[src/rtl/raymarch_pkg.sv]
// Shared raymarcher definitions: screen geometry, pixel FIFO entry, colour packing.
package raymarch_pkg;

  localparam int SCREEN_WIDTH  = 640;
  localparam int SCREEN_HEIGHT = 480;
  localparam int CORDW         = 10;
  localparam int INDEXW        = 19;

  typedef struct packed {
    logic              last;
    logic [INDEXW-1:0] index;
    logic [7:0]        rgb;
  } pix_entry_t;

  function automatic logic [7:0] rgb332(
    input logic [7:0] r,
    input logic [7:0] g,
    input logic [7:0] b
  );
    return {r[7:5], g[7:5], b[7:6]};
  endfunction

endpackage

[src/rtl/sync_fifo.sv]
// Single-clock FIFO; head shows the oldest entry while not empty.
module sync_fifo #(
  parameter int WIDTH = 8,
  parameter int DEPTH = 16
) (
  input  logic             clk,
  input  logic             reset,
  input  logic             push,
  input  logic             pop,
  input  logic [WIDTH-1:0] din,
  output logic [WIDTH-1:0] head,
  output logic             full,
  output logic             empty
);

  localparam int AW = $clog2(DEPTH);

  logic [WIDTH-1:0] mem [DEPTH];
  logic [AW-1:0]    rd_ptr;
  logic [AW-1:0]    wr_ptr;
  logic [AW:0]      count;
  logic             do_push;
  logic             do_pop;

  assign full    = (count == (AW+1)'(DEPTH));
  assign empty   = (count == '0);
  assign do_push = push && !full;
  assign do_pop  = pop && !empty;
  assign head    = mem[rd_ptr];

  always_ff @(posedge clk) begin
    if (reset) begin
      rd_ptr <= '0;
      wr_ptr <= '0;
      count  <= '0;
    end else begin
      if (do_push) wr_ptr <= wr_ptr + 1'b1;
      if (do_pop)  rd_ptr <= rd_ptr + 1'b1;
      case ({do_push, do_pop})
        2'b10:   count <= count + 1'b1;
        2'b01:   count <= count - 1'b1;
        default: count <= count;
      endcase
    end
  end

  always_ff @(posedge clk) begin
    if (do_push) mem[wr_ptr] <= din;
  end

endmodule

[src/rtl/pixel_write_buffer.sv]
// Buffers raymarcher pixels and writes them as RGB332 bytes over Avalon-MM.
// Optional ordered dither enabled by defining PWB_DITHER_EN.
module pixel_write_buffer
  import raymarch_pkg::*;
#(
  parameter int          FIFO_DEPTH = 16,
  parameter logic [31:0] BASE_ADDR  = 32'h0000_0000
) (
  input  logic             clk,
  input  logic             reset,
  input  logic             i_valid,
  input  logic [CORDW-1:0] i_pixel_x,
  input  logic [CORDW-1:0] i_pixel_y,
  input  logic [7:0]       i_red,
  input  logic [7:0]       i_green,
  input  logic [7:0]       i_blue,
  output logic [31:0]      o_mem_address,
  output logic             o_mem_write,
  output logic [7:0]       o_mem_writedata,
  input  logic             i_mem_waitrequest,
  output logic             o_frame_done,
  output logic             o_overflow,
  output logic [15:0]      o_drop_count
);

  localparam logic [CORDW-1:0] XLIM = CORDW'(SCREEN_WIDTH);
  localparam logic [CORDW-1:0] YLIM = CORDW'(SCREEN_HEIGHT);

  pix_entry_t        in_entry;
  pix_entry_t        head;
  logic              accept;
  logic              full;
  logic              empty;
  logic              drop;
  logic              fire;
  logic              load;
  logic              stg_last;
  logic [INDEXW-1:0] yw;
  logic [7:0]        r_c;
  logic [7:0]        g_c;
  logic [7:0]        b_c;

  assign accept = i_valid && (i_pixel_x < XLIM) && (i_pixel_y < YLIM);
  assign drop   = accept && full;
  assign fire   = o_mem_write && !i_mem_waitrequest;
  assign load   = !empty && (!o_mem_write || fire);
  assign yw     = INDEXW'(i_pixel_y);

`ifdef PWB_DITHER_EN
  logic [1:0] bayer;
  logic [8:0] r_s;
  logic [8:0] g_s;
  logic [8:0] b_s;

  always_comb begin
    case ({i_pixel_x[0], i_pixel_y[0]})
      2'b00:   bayer = 2'd0;
      2'b10:   bayer = 2'd2;
      2'b01:   bayer = 2'd3;
      default: bayer = 2'd1;
    endcase
  end

  assign r_s = {1'b0, i_red}   + {4'd0, bayer, 3'd0};
  assign g_s = {1'b0, i_green} + {4'd0, bayer, 3'd0};
  assign b_s = {1'b0, i_blue}  + {3'd0, bayer, 4'd0};
  assign r_c = r_s[8] ? 8'hFF : r_s[7:0];
  assign g_c = g_s[8] ? 8'hFF : g_s[7:0];
  assign b_c = b_s[8] ? 8'hFF : b_s[7:0];
`else
  assign r_c = i_red;
  assign g_c = i_green;
  assign b_c = i_blue;
`endif

  // y*640 = (y<<9) + (y<<7)
  assign in_entry.index = (yw << 9) + (yw << 7) + INDEXW'(i_pixel_x);
  assign in_entry.rgb   = rgb332(r_c, g_c, b_c);
  assign in_entry.last  = (i_pixel_x == XLIM - 1'b1) &&
                          (i_pixel_y == YLIM - 1'b1);

  sync_fifo #(
    .WIDTH ($bits(pix_entry_t)),
    .DEPTH (FIFO_DEPTH)
  ) u_fifo (
    .clk   (clk),
    .reset (reset),
    .push  (accept),
    .pop   (load),
    .din   (in_entry),
    .head  (head),
    .full  (full),
    .empty (empty)
  );

  always_ff @(posedge clk) begin
    if (reset) begin
      o_mem_write     <= 1'b0;
      o_mem_address   <= '0;
      o_mem_writedata <= '0;
      stg_last        <= 1'b0;
      o_frame_done    <= 1'b0;
    end else begin
      o_frame_done <= fire && stg_last;
      if (load) begin
        o_mem_write     <= 1'b1;
        o_mem_address   <= BASE_ADDR + {{(32-INDEXW){1'b0}}, head.index};
        o_mem_writedata <= head.rgb;
        stg_last        <= head.last;
      end else if (fire) begin
        o_mem_write <= 1'b0;
      end
    end
  end

  always_ff @(posedge clk) begin
    if (reset) begin
      o_overflow   <= 1'b0;
      o_drop_count <= '0;
    end else if (drop) begin
      o_overflow <= 1'b1;
      if (o_drop_count != 16'hFFFF) o_drop_count <= o_drop_count + 1'b1;
    end
  end

endmodule

[config.mk]
export PLATFORM = sky130hd
export DESIGN_NAME = pixel_write_buffer
export DESIGN_NICKNAME = d
export VERILOG_FILES = /design/src/rtl/raymarch_pkg.sv /design/src/rtl/sync_fifo.sv /design/src/rtl/pixel_write_buffer.sv
export SDC_FILE = /design/constraint.sdc
export NUM_CORES = 1
export LEC_CHECK = 0
export CORE_UTILIZATION = 50
export DETAILED_ROUTE_END_ITERATION = 10
export GPL_ROUTABILITY_DRIVEN = 0
export PLACE_DENSITY = 0.65
export REMOVE_ABC_BUFFERS = 1
export SLEW_MARGIN = 20
export SYNTH_ARGS = -nofsm -noshare
export SYNTH_HDL_FRONTEND = slang
export SYNTH_SLANG_ARGS = --single-unit
[constraint.sdc]
create_clock -name clk -period 6.6 [get_ports clk]
set_input_delay 1.32 -clock clk [delete_from_list [all_inputs] [get_ports clk]]
set_output_delay 1.32 -clock clk [all_outputs]
set_load 0.02 [all_outputs]
==> flow_summary.rst, run 1 <==
.. list-table::
   :header-rows: 1

   * - Metric
     - Value
   * - Register bit total from synthesis
     - 508
   * - Clock Path Buffers
     - 3
   * - Library cell with the highest instance count after synthesis
     - sky130_fd_sc_hd__edfxtp_1
   * - Total congestion overflow
     - 0
   * - Max frequency
     - 225.7 MHz
   * - Cell area after layout
     - 0.02341 mm²
   * - DRC violations left
     - 0
   * - Top cell types by occurrence after synthesis
     - sky130_fd_sc_hd__edfxtp_1 (448), sky130_fd_sc_hd__mux4_2 (112), sky130_fd_sc_hd__a21oi_1 (76), sky130_fd_sc_hd__nor2_1 (70), sky130_fd_sc_hd__dfxtp_1 (60)
   * - End of the critical path
     - u_fifo.count[4]$_SDFFE_PP0P_
   * - Clock slew seen by the registers of the worst setup and hold paths
     - 0.06 ns
   * - DRC violation total after the first TritonRoute iteration
     - 1,036
   * - Post-detailed-route wirelength per cell
     - 24.70 µm
   * - Ports
     - 107
   * - Master cell of the clock root buffer
     - sky130_fd_sc_hd__clkbuf_16
   * - Most used DFF post-synth
     - sky130_fd_sc_hd__edfxtp_1
   * - Syn Area/Cell
     - 18.37 µm²
   * - Drt total wl
     - 43,390 µm
   * - Post-synthesis instance total
     - 1,091
   * - Least-Margin Pin Slew
     - 1.107 ns
   * - Relative slew slack
     - 26.04%
   * - Setup repair after global routing missed its margin
     - no
   * - Met1 capacity usage during global routing
     - 30.63%
   * - Sequential fraction of the synthesis area
     - 73.11%
   * - Number of rows created at floorplan
     - 72
   * - End of the worst register-to-register path
     - u_fifo.count[4]$_SDFFE_PP0P_
   * - Area of the mapped netlist
     - 0.02004 mm²
   * - Kind of end point of the critical path
     - flop
   * - Die span in y
     - 202.2 µm
   * - Crit path max fanout
     - 7
   * - Distinct cell type count of the synthesized netlist
     - 47
   * - Starting Density
     - 51.27%
   * - Share of Yosys cell area claimed by the top area cell type
     - 67.12%
   * - Number of flops mapped to enable cells by yosys
     - 448
   * - Count of input and output buffers
     - 77
   * - Post-detailed-placement cell area
     - 0.02170 mm²
   * - Initial antenna violation count
     - 0
   * - Synth async-reset ratio
     - 0%
   * - Final hold violations
     - 0
   * - Clock skew after layout
     - 0.01850 ns
   * - Result of the run
     - finished, final reports clean
   * - Post-layout net count
     - 1,276
   * - Max-capacitance violation count
     - 0
   * - Cells on worst reg2reg path
     - 12
   * - Via-per-instance ratio
     - 5.913
   * - Insertion delay to the later sink of the worst-skew pair
     - 0.60 ns
   * - Routing layer with the top usage in global route
     - met2
   * - Cell leakage power
     - 7.523 nW
   * - Routed via count
     - 10.39k
   * - Yosys top cell by area
     - sky130_fd_sc_hd__edfxtp_1
   * - Min Clock Period, post-route
     - 4.430 ns
   * - Largest net degree at the start of global routing
     - 77
   * - GRT Total Usage
     - 21.91%
   * - Final Cycle Share
     - 67.12%
   * - Proportion of layout cells with a drive suffix above 1
     - 20.98%
   * - Setup CP Type
     - in -> reg
   * - P per Cell Area
     - 364.4 mW/mm²
   * - Post-CTS Hold Buffers
     - 0
   * - Number of H-tree branching levels
     - 2
   * - CP Data Arrival Time
     - 4.94 ns
   * - Number of sinks on the clock net
     - 508
   * - Global-route wire length before repair
     - 65,720 µm
   * - Via count of the first global-routing pass
     - 10.48k
   * - # setup viols final
     - 0
   * - Min-delay worst type
     - reg -> reg
   * - Number of gates given a new drive strength after cts
     - 0
   * - Total Negative Setup Slacks
     - 0 ns
   * - Number of filler instances in the final layout
     - 2,864
   * - Antenna diode count
     - 0
   * - HPWL Detailed
     - 24,390 µm
   * - Pre-CTS WS
     - 1.495 ns
   * - Slack of the worst reg-to-reg path
     - 3.12 ns
   * - Core region area
     - 0.03910 mm²
   * - Number of buffers inserted during clock tree synthesis
     - 52
   * - Met2 global-route usage
     - 35.95%
   * - Required @ worst endpoint
     - 7.11 ns
   * - Type of origin of the critical path
     - input pin
   * - Post-CTS setup repair buffer count
     - 0
   * - Maximum vdd ir drop
     - 0.0002666 V
   * - Routed Antenna Nets
     - 0
   * - Area growth from synthesis to final layout
     - 16.79%
   * - Startpoint of the worst-slack reg-to-reg timing path
     - u_fifo.count[0]$_SDFFE_PP0P_
   * - Yosys warnings
     - 0
   * - Cell types occupying the most area after synthesis
     - sky130_fd_sc_hd__edfxtp_1 (67%), sky130_fd_sc_hd__mux4_2 (13%), sky130_fd_sc_hd__dfxtp_1 (6.0%)
   * - Setup ws final
     - 2.170 ns
   * - Fin Hold WS
     - 0.4696 ns
   * - Crit path from
     - i_pixel_y[9]
   * - Met3 Usage GRT
     - 3.999%
   * - Clock tree from TritonCTS
     - yes
   * - Number of iterations in the first detailed-routing pass
     - 5
   * - Slew Viols, Final
     - 0
   * - Area enclosed by the die boundary
     - 0.04089 mm²
   * - Die width
     - 202.2 µm
==> stage by stage <==
step           util (%)  cells  power [mW]
2_1_floorplan         -   1033       5.300
3_3_place_gp      55.13   1654       5.719
3_5_place_dp      55.50   1659       5.755
4_1_cts           59.78   1756       8.617
5_1_grt           59.88   1757       8.900
6_report          59.88   1757       8.531
==> cells by family (layout without fill, tap and decap cells) <==
kind of cell / after synthesis / count (layout) / share of synthesized area [%]
flops: 508 / 508 / 73.11
other cells: 1 / 13 / 0.01871
mux: 120 / 120 / 13.01
fa+ha+maj: 32 / 32 / 2.110
compound gates: 156 / 156 / 4.919
buf+inv: 87 / 223 / 1.898
xor+xnor: 16 / 16 / 0.6992
simple gates: 171 / 171 / 4.232
==> metal layers <==
metal | up-vias | wire, µm
met3 | 56 | 2336
met4 | 0 | 709
li1 | 4612 | -
met5 | - | 0
met2 | 289 | 21500
met1 | 5432 | 18850
==> flip-flops by register name (all words and copies together), names as in the netlist <==
name,cells
u_fifo.rd_ptr,4
u_fifo.mem,448
u_fifo.wr_ptr,4
o_frame_done,1
o_overflow,1
o_mem_write,1
o_mem_address,19
o_mem_writedata,8
o_drop_count,16
stg_last,1
u_fifo.count,5
==> cell usage in the layout, fill, tap and decap left out, types with 6 or more instances in the layout <==
cell and instances:
sky130_fd_sc_hd__inv_1 17, sky130_fd_sc_hd__nor3_1 7, sky130_fd_sc_hd__clkinv_2 14, sky130_fd_sc_hd__nor2b_1 9, sky130_fd_sc_hd__conb_1 13, sky130_fd_sc_hd__nand4_1 6, sky130_fd_sc_hd__ha_1 29, sky130_fd_sc_hd__clkbuf_16 52
sky130_fd_sc_hd__dfxtp_1 58, sky130_fd_sc_hd__or4_1 9, sky130_fd_sc_hd__o21ai_0 7, sky130_fd_sc_hd__nand3_1 14, sky130_fd_sc_hd__mux4_2 112, sky130_fd_sc_hd__a21oi_1 76, sky130_fd_sc_hd__edfxtp_1 448, sky130_fd_sc_hd__nor2_1 57
sky130_fd_sc_hd__xor2_1 7, sky130_fd_sc_hd__nor2_4 13, sky130_fd_sc_hd__a22oi_1 56, sky130_fd_sc_hd__clkbuf_1 12, sky130_fd_sc_hd__buf_4 24, sky130_fd_sc_hd__nand2_1 22, sky130_fd_sc_hd__clkdlybuf4s50_1 76
==> where the power goes <==
| group | internal (mW) | switching (mW) | total, mW |
|---|---|---|---|
| clock network | 1.67 | 1.19 | 2.86 |
| logic | 0.868 | 0.941 | 1.81 |
| registers | 3.70 | 0.165 | 3.86 |
| total | 6.23 | 2.30 | 8.53 |
==> critical path, cell delays in order <==
cell                              delay [ns]
sky130_fd_sc_hd__clkdlybuf4s50_1        0.61
sky130_fd_sc_hd__and4b_4                0.27
sky130_fd_sc_hd__a2111oi_4              0.44
sky130_fd_sc_hd__buf_4                  0.24
sky130_fd_sc_hd__and2_0                 0.33
sky130_fd_sc_hd__inv_1                  0.08
sky130_fd_sc_hd__ha_1                   0.24
sky130_fd_sc_hd__ha_1                   0.32
sky130_fd_sc_hd__nor2b_1                0.15
sky130_fd_sc_hd__o21ai_0                0.19
sky130_fd_sc_hd__a21oi_1                0.11
sky130_fd_sc_hd__or4_1                  0.48
sky130_fd_sc_hd__a21oi_1                0.14
==> area by class of cell <==
class	count	area (µm²)	area share, %
sequential	508	14660	62.63
multi-input combinational	508	5233	22.35
clock buffer	69	1415	6.045
timing repair buffer	109	1131	4.832
tap	518	648.1	2.769
clock inverter	28	257.7	1.101
inverter	17	63.81	0.2726
==> worst min path at each step <==
stage	startpoint	to	slack [ns]	cells after the start
6_report	stg_last$_SDFFE_PP0P_	o_frame_done$_SDFF_PP0_	0.47	2
5_1_grt	stg_last$_SDFFE_PP0P_	o_frame_done$_SDFF_PP0_	0.49	2
4_1_cts	stg_last$_SDFFE_PP0P_	o_frame_done$_SDFF_PP0_	0.47	2
3_5_place_dp	stg_last$_SDFFE_PP0P_	o_frame_done$_SDFF_PP0_	0.46	2
3_3_place_gp	stg_last$_SDFFE_PP0P_	o_frame_done$_SDFF_PP0_	0.45	2
2_1_floorplan	stg_last$_SDFFE_PP0P_	o_frame_done$_SDFF_PP0_	0.42	2
(Power assumes the default switching activity.)
==> run 2, diff against run 1 <==
--- a/config.mk
+++ b/config.mk
@@ -8,7 +8,7 @@
 export CORE_UTILIZATION = 50
 export DETAILED_ROUTE_END_ITERATION = 10
 export GPL_ROUTABILITY_DRIVEN = 0
-export PLACE_DENSITY = 0.65
+export PLACE_DENSITY = 0.68
 export REMOVE_ABC_BUFFERS = 1
 export SLEW_MARGIN = 20
 export SYNTH_ARGS = -nofsm -noshare
==> constraint.sdc (replaced) <==
create_clock -name clk -period 3.9 [get_ports clk]
set_input_delay 0.78 -clock clk [delete_from_list [all_inputs] [get_ports clk]]
set_output_delay 0.78 -clock clk [all_outputs]
set_load 0.02 [all_outputs]
==> flow_summary.rst, run 2 (synthesis gave the netlist of run 1 again) <==
.. list-table::
   :header-rows: 1

   * - Metric
     - Value
   * - Crit-path slowest cell
     - sky130_fd_sc_hd__clkdlybuf4s50_1
   * - Routed via count
     - 10.77k
   * - Cell area after layout
     - 0.02382 mm²
   * - Top cell family by delay on the critical path
     - adder cells
   * - Largest net degree at the start of global routing
     - 58
   * - End of the worst register-to-register path
     - u_fifo.count[4]$_SDFFE_PP0P_
   * - # setup viols final
     - 0
   * - Cell chain of the critical path
     - clkdlybuf4s50_1, inv_1, fa_1, inv_1, fa_1, a21oi_1, o211ai_1, or4_1, a211o_1, o211ai_1, buf_12
   * - Die span in y
     - 202.2 µm
   * - Drt total wl
     - 45,010 µm
   * - Most common cell after layout, fill and taps aside
     - sky130_fd_sc_hd__edfxtp_1
   * - Slew Viols, Final
     - 0
   * - Antenna diode count
     - 0
   * - Clock slew seen by the registers of the worst setup and hold paths
     - 0.06 ns
   * - Number of buffers inserted during clock tree synthesis
     - 51
   * - Setup CP Type
     - in -> reg
   * - Post-CTS setup repair buffer count
     - 0
   * - Setup repair after global routing missed its margin
     - no
   * - Min Clock Period, post-route
     - 3.520 ns
   * - Number of sinks on the clock net
     - 508
   * - P per Cell Area
     - 608.5 mW/mm²
   * - Highest-count cells in the layout ignoring fill and taps
     - sky130_fd_sc_hd__edfxtp_1 (448), sky130_fd_sc_hd__mux4_2 (112), sky130_fd_sc_hd__a21oi_1 (76), sky130_fd_sc_hd__clkdlybuf4s50_1 (76), sky130_fd_sc_hd__dfxtp_1 (58)
   * - Maximum vdd ir drop
     - 0.0004111 V
   * - Relative slew slack
     - 39.28%
   * - Cell leakage power
     - 7.696 nW
   * - Global-route wire length before repair
     - 67,700 µm
   * - Number of cells on the worst hold path
     - 2
   * - Kind of end point of the critical path
     - flop
   * - Crit path from
     - i_pixel_x[9]
   * - Total Negative Setup Slacks
     - 0 ns
   * - Number of filler instances in the final layout
     - 2,789
   * - Initial antenna violation count
     - 0
   * - GRT Total Usage
     - 22.65%
   * - Final hold violations
     - 0
   * - DRC violations left
     - 0
   * - Area enclosed by the die boundary
     - 0.04089 mm²
   * - Max frequency
     - 284.1 MHz
   * - Max-capacitance violation count
     - 0
   * - HPWL Detailed
     - 24,200 µm
   * - Overall power of the completed layout
     - 14.49 mW
   * - Number of H-tree branching levels
     - 2
   * - Count of input and output buffers
     - 77
   * - DRC violation total after the first TritonRoute iteration
     - 878
   * - Type of origin of the critical path
     - input pin
   * - Startpoint of the worst hold path
     - stg_last$_SDFFE_PP0P_
   * - Area growth from synthesis to final layout
     - 18.81%
   * - Startpoint of the worst-slack reg-to-reg timing path
     - u_fifo.count[0]$_SDFFE_PP0P_
   * - Post-detailed-route wirelength per cell
     - 25.10 µm
   * - Insertion delay to the later sink of the worst-skew pair
     - 0.59 ns
   * - Total congestion overflow
     - 0
   * - Max reg flops
     - 448
   * - Via-per-instance ratio
     - 6.006
   * - Proportion of layout cells with a drive suffix above 1
     - 22.20%
   * - Post-CTS Hold Buffers
     - 0
   * - Number of buffers and inverters on the critical path
     - 4
   * - Routed Antenna Nets
     - 0
   * - CP Data Arrival Time
     - 3.96 ns
   * - Crit path max fanout
     - 16
   * - Master cell of the clock root buffer
     - sky130_fd_sc_hd__clkbuf_16
   * - Result of the run
     - finished, final reports clean
   * - Least-Margin Pin Slew
     - 0.9077 ns
   * - Core region area
     - 0.03910 mm²
   * - Clock Path Buffers
     - 3
   * - Number of iterations in the first detailed-routing pass
     - 5
   * - Number of gates given a new drive strength after cts
     - 0
   * - Required @ worst endpoint
     - 4.34 ns
   * - Min-delay worst type
     - reg -> reg
   * - Post-layout net count
     - 1,313
   * - Hold EP
     - o_frame_done$_SDFF_PP0_
   * - Post-detailed-placement cell area
     - 0.02215 mm²
   * - Starting Density
     - 51.27%
   * - Leading registers by flop count
     - u_fifo.mem: 448 flops, o_mem_address: 19 flops, o_drop_count: 16 flops
   * - Max incr delay on CP
     - 0.55 ns
   * - Cells on worst reg2reg path
     - 13
   * - Clock tree from TritonCTS
     - yes
   * - Final Cycle Share
     - 90.27%
   * - Clock skew after layout
     - 0.02362 ns
   * - Number of rows created at floorplan
     - 72
   * - Via count of the first global-routing pass
     - 10.75k
   * - Die width
     - 202.2 µm
   * - Slack of the worst reg-to-reg path
     - 0.97 ns
   * - Ports
     - 107
   * - Register with the most flip-flops
     - u_fifo.mem
   * - Finished Core Util
     - 60.91%
[run 2: changes by cell type in the layout (fill, tap and decap cells not counted), moves of 2 or more]
cell / before / now
sky130_fd_sc_hd__clkinv_2: 14 / 5
sky130_fd_sc_hd__bufinv_16: 4 / 2
sky130_fd_sc_hd__clkbuf_1: 12 / 16
sky130_fd_sc_hd__xnor2_2: 5 / 2
sky130_fd_sc_hd__buf_4: 24 / 44
sky130_fd_sc_hd__clkinv_1: 5 / 11
sky130_fd_sc_hd__clkinv_4: 0 / 2
sky130_fd_sc_hd__clkbuf_8: 5 / 3
sky130_fd_sc_hd__buf_16: 5 / 1
sky130_fd_sc_hd__xnor2_1: 4 / 7
sky130_fd_sc_hd__buf_12: 2 / 25
[run 2: worst max path at each step]
stage                                          endpoint  cells past startpoint
after floorplan           o_mem_address[0]$_SDFFE_PP0P_                      5
after global placement      u_fifo.mem[3][25]$_DFFE_PP_                     10
after detailed placement    u_fifo.mem[0][25]$_DFFE_PP_                     10
after CTS                  u_fifo.mem[15][26]$_DFFE_PP_                     11
after global routing        u_fifo.mem[1][26]$_DFFE_PP_                     11
final                       u_fifo.mem[1][26]$_DFFE_PP_                     11
[run 2: worst register-to-register path, delay by kind of cell (launching register included)]
kind	cells	cell delay [ns]
buffers and inverters	3	0.31
DFF	1	0.35
and+or+nand+nor	6	1.39
adders and majority gates	2	0.57
AOI/OAI and AO/OA	2	0.26
[run 2: through the flow]
| stage | hold slack (ns) | setup slack [ns] | std cells |
|---|---|---|---|
| finish | 0.4695 | 0.3796 | 1793 |
| global route | 0.4940 | 0.2403 | 1793 |
| CTS | 0.4728 | 0.4379 | 1791 |
| detailed placement | 0.4614 | -0.1594 | 1696 |
| global placement | 0.4537 | -0.1496 | 1696 |
| floorplan | 0.4241 | -2.069 | 1033 |
[run 2: area by class of cell]
| class | instances | area [µm²] | share of cell area (%) |
|---|---|---|---|
| multi-input cells | 508 | 5210 | 21.88 |
| repair buffers | 147 | 1624 | 6.819 |
| clock buffers | 72 | 1428 | 5.995 |
| well taps | 518 | 648.1 | 2.721 |
| flip-flops and latches | 508 | 14660 | 61.56 |
| inverters | 17 | 63.81 | 0.2679 |
| clock inverters | 23 | 180.2 | 0.7565 |
[run 2: metal layers]
layer / track usage, % / vias to the layer above / share of wire [%]
li1: - / 4695 / -
met1: 30.83 / 5635 / 42
met2: 38.12 / 372 / 50
met3: 3.160 / 66 / 5.2
met4: 6.928 / 0 / 2.2
met5: 0 / - / 0
[run 2: power breakdown]
part           internal, mW  switching, mW  total, mW
logic                  1.61           1.70       3.30
registers              6.25          0.258       6.51
clock network          2.69           1.99       4.68
==> run 3, diff against run 2 <==
--- a/config.mk
+++ b/config.mk
@@ -8,6 +8,7 @@
 export CORE_UTILIZATION = 50
 export DETAILED_ROUTE_END_ITERATION = 10
 export GPL_ROUTABILITY_DRIVEN = 0
+export HOLD_SLACK_MARGIN = 0.03
 export PLACE_DENSITY = 0.68
 export REMOVE_ABC_BUFFERS = 1
 export SLEW_MARGIN = 20
==> results of run 3 <==
No change in the layout: final DEF, timing and power equal those of run 2.
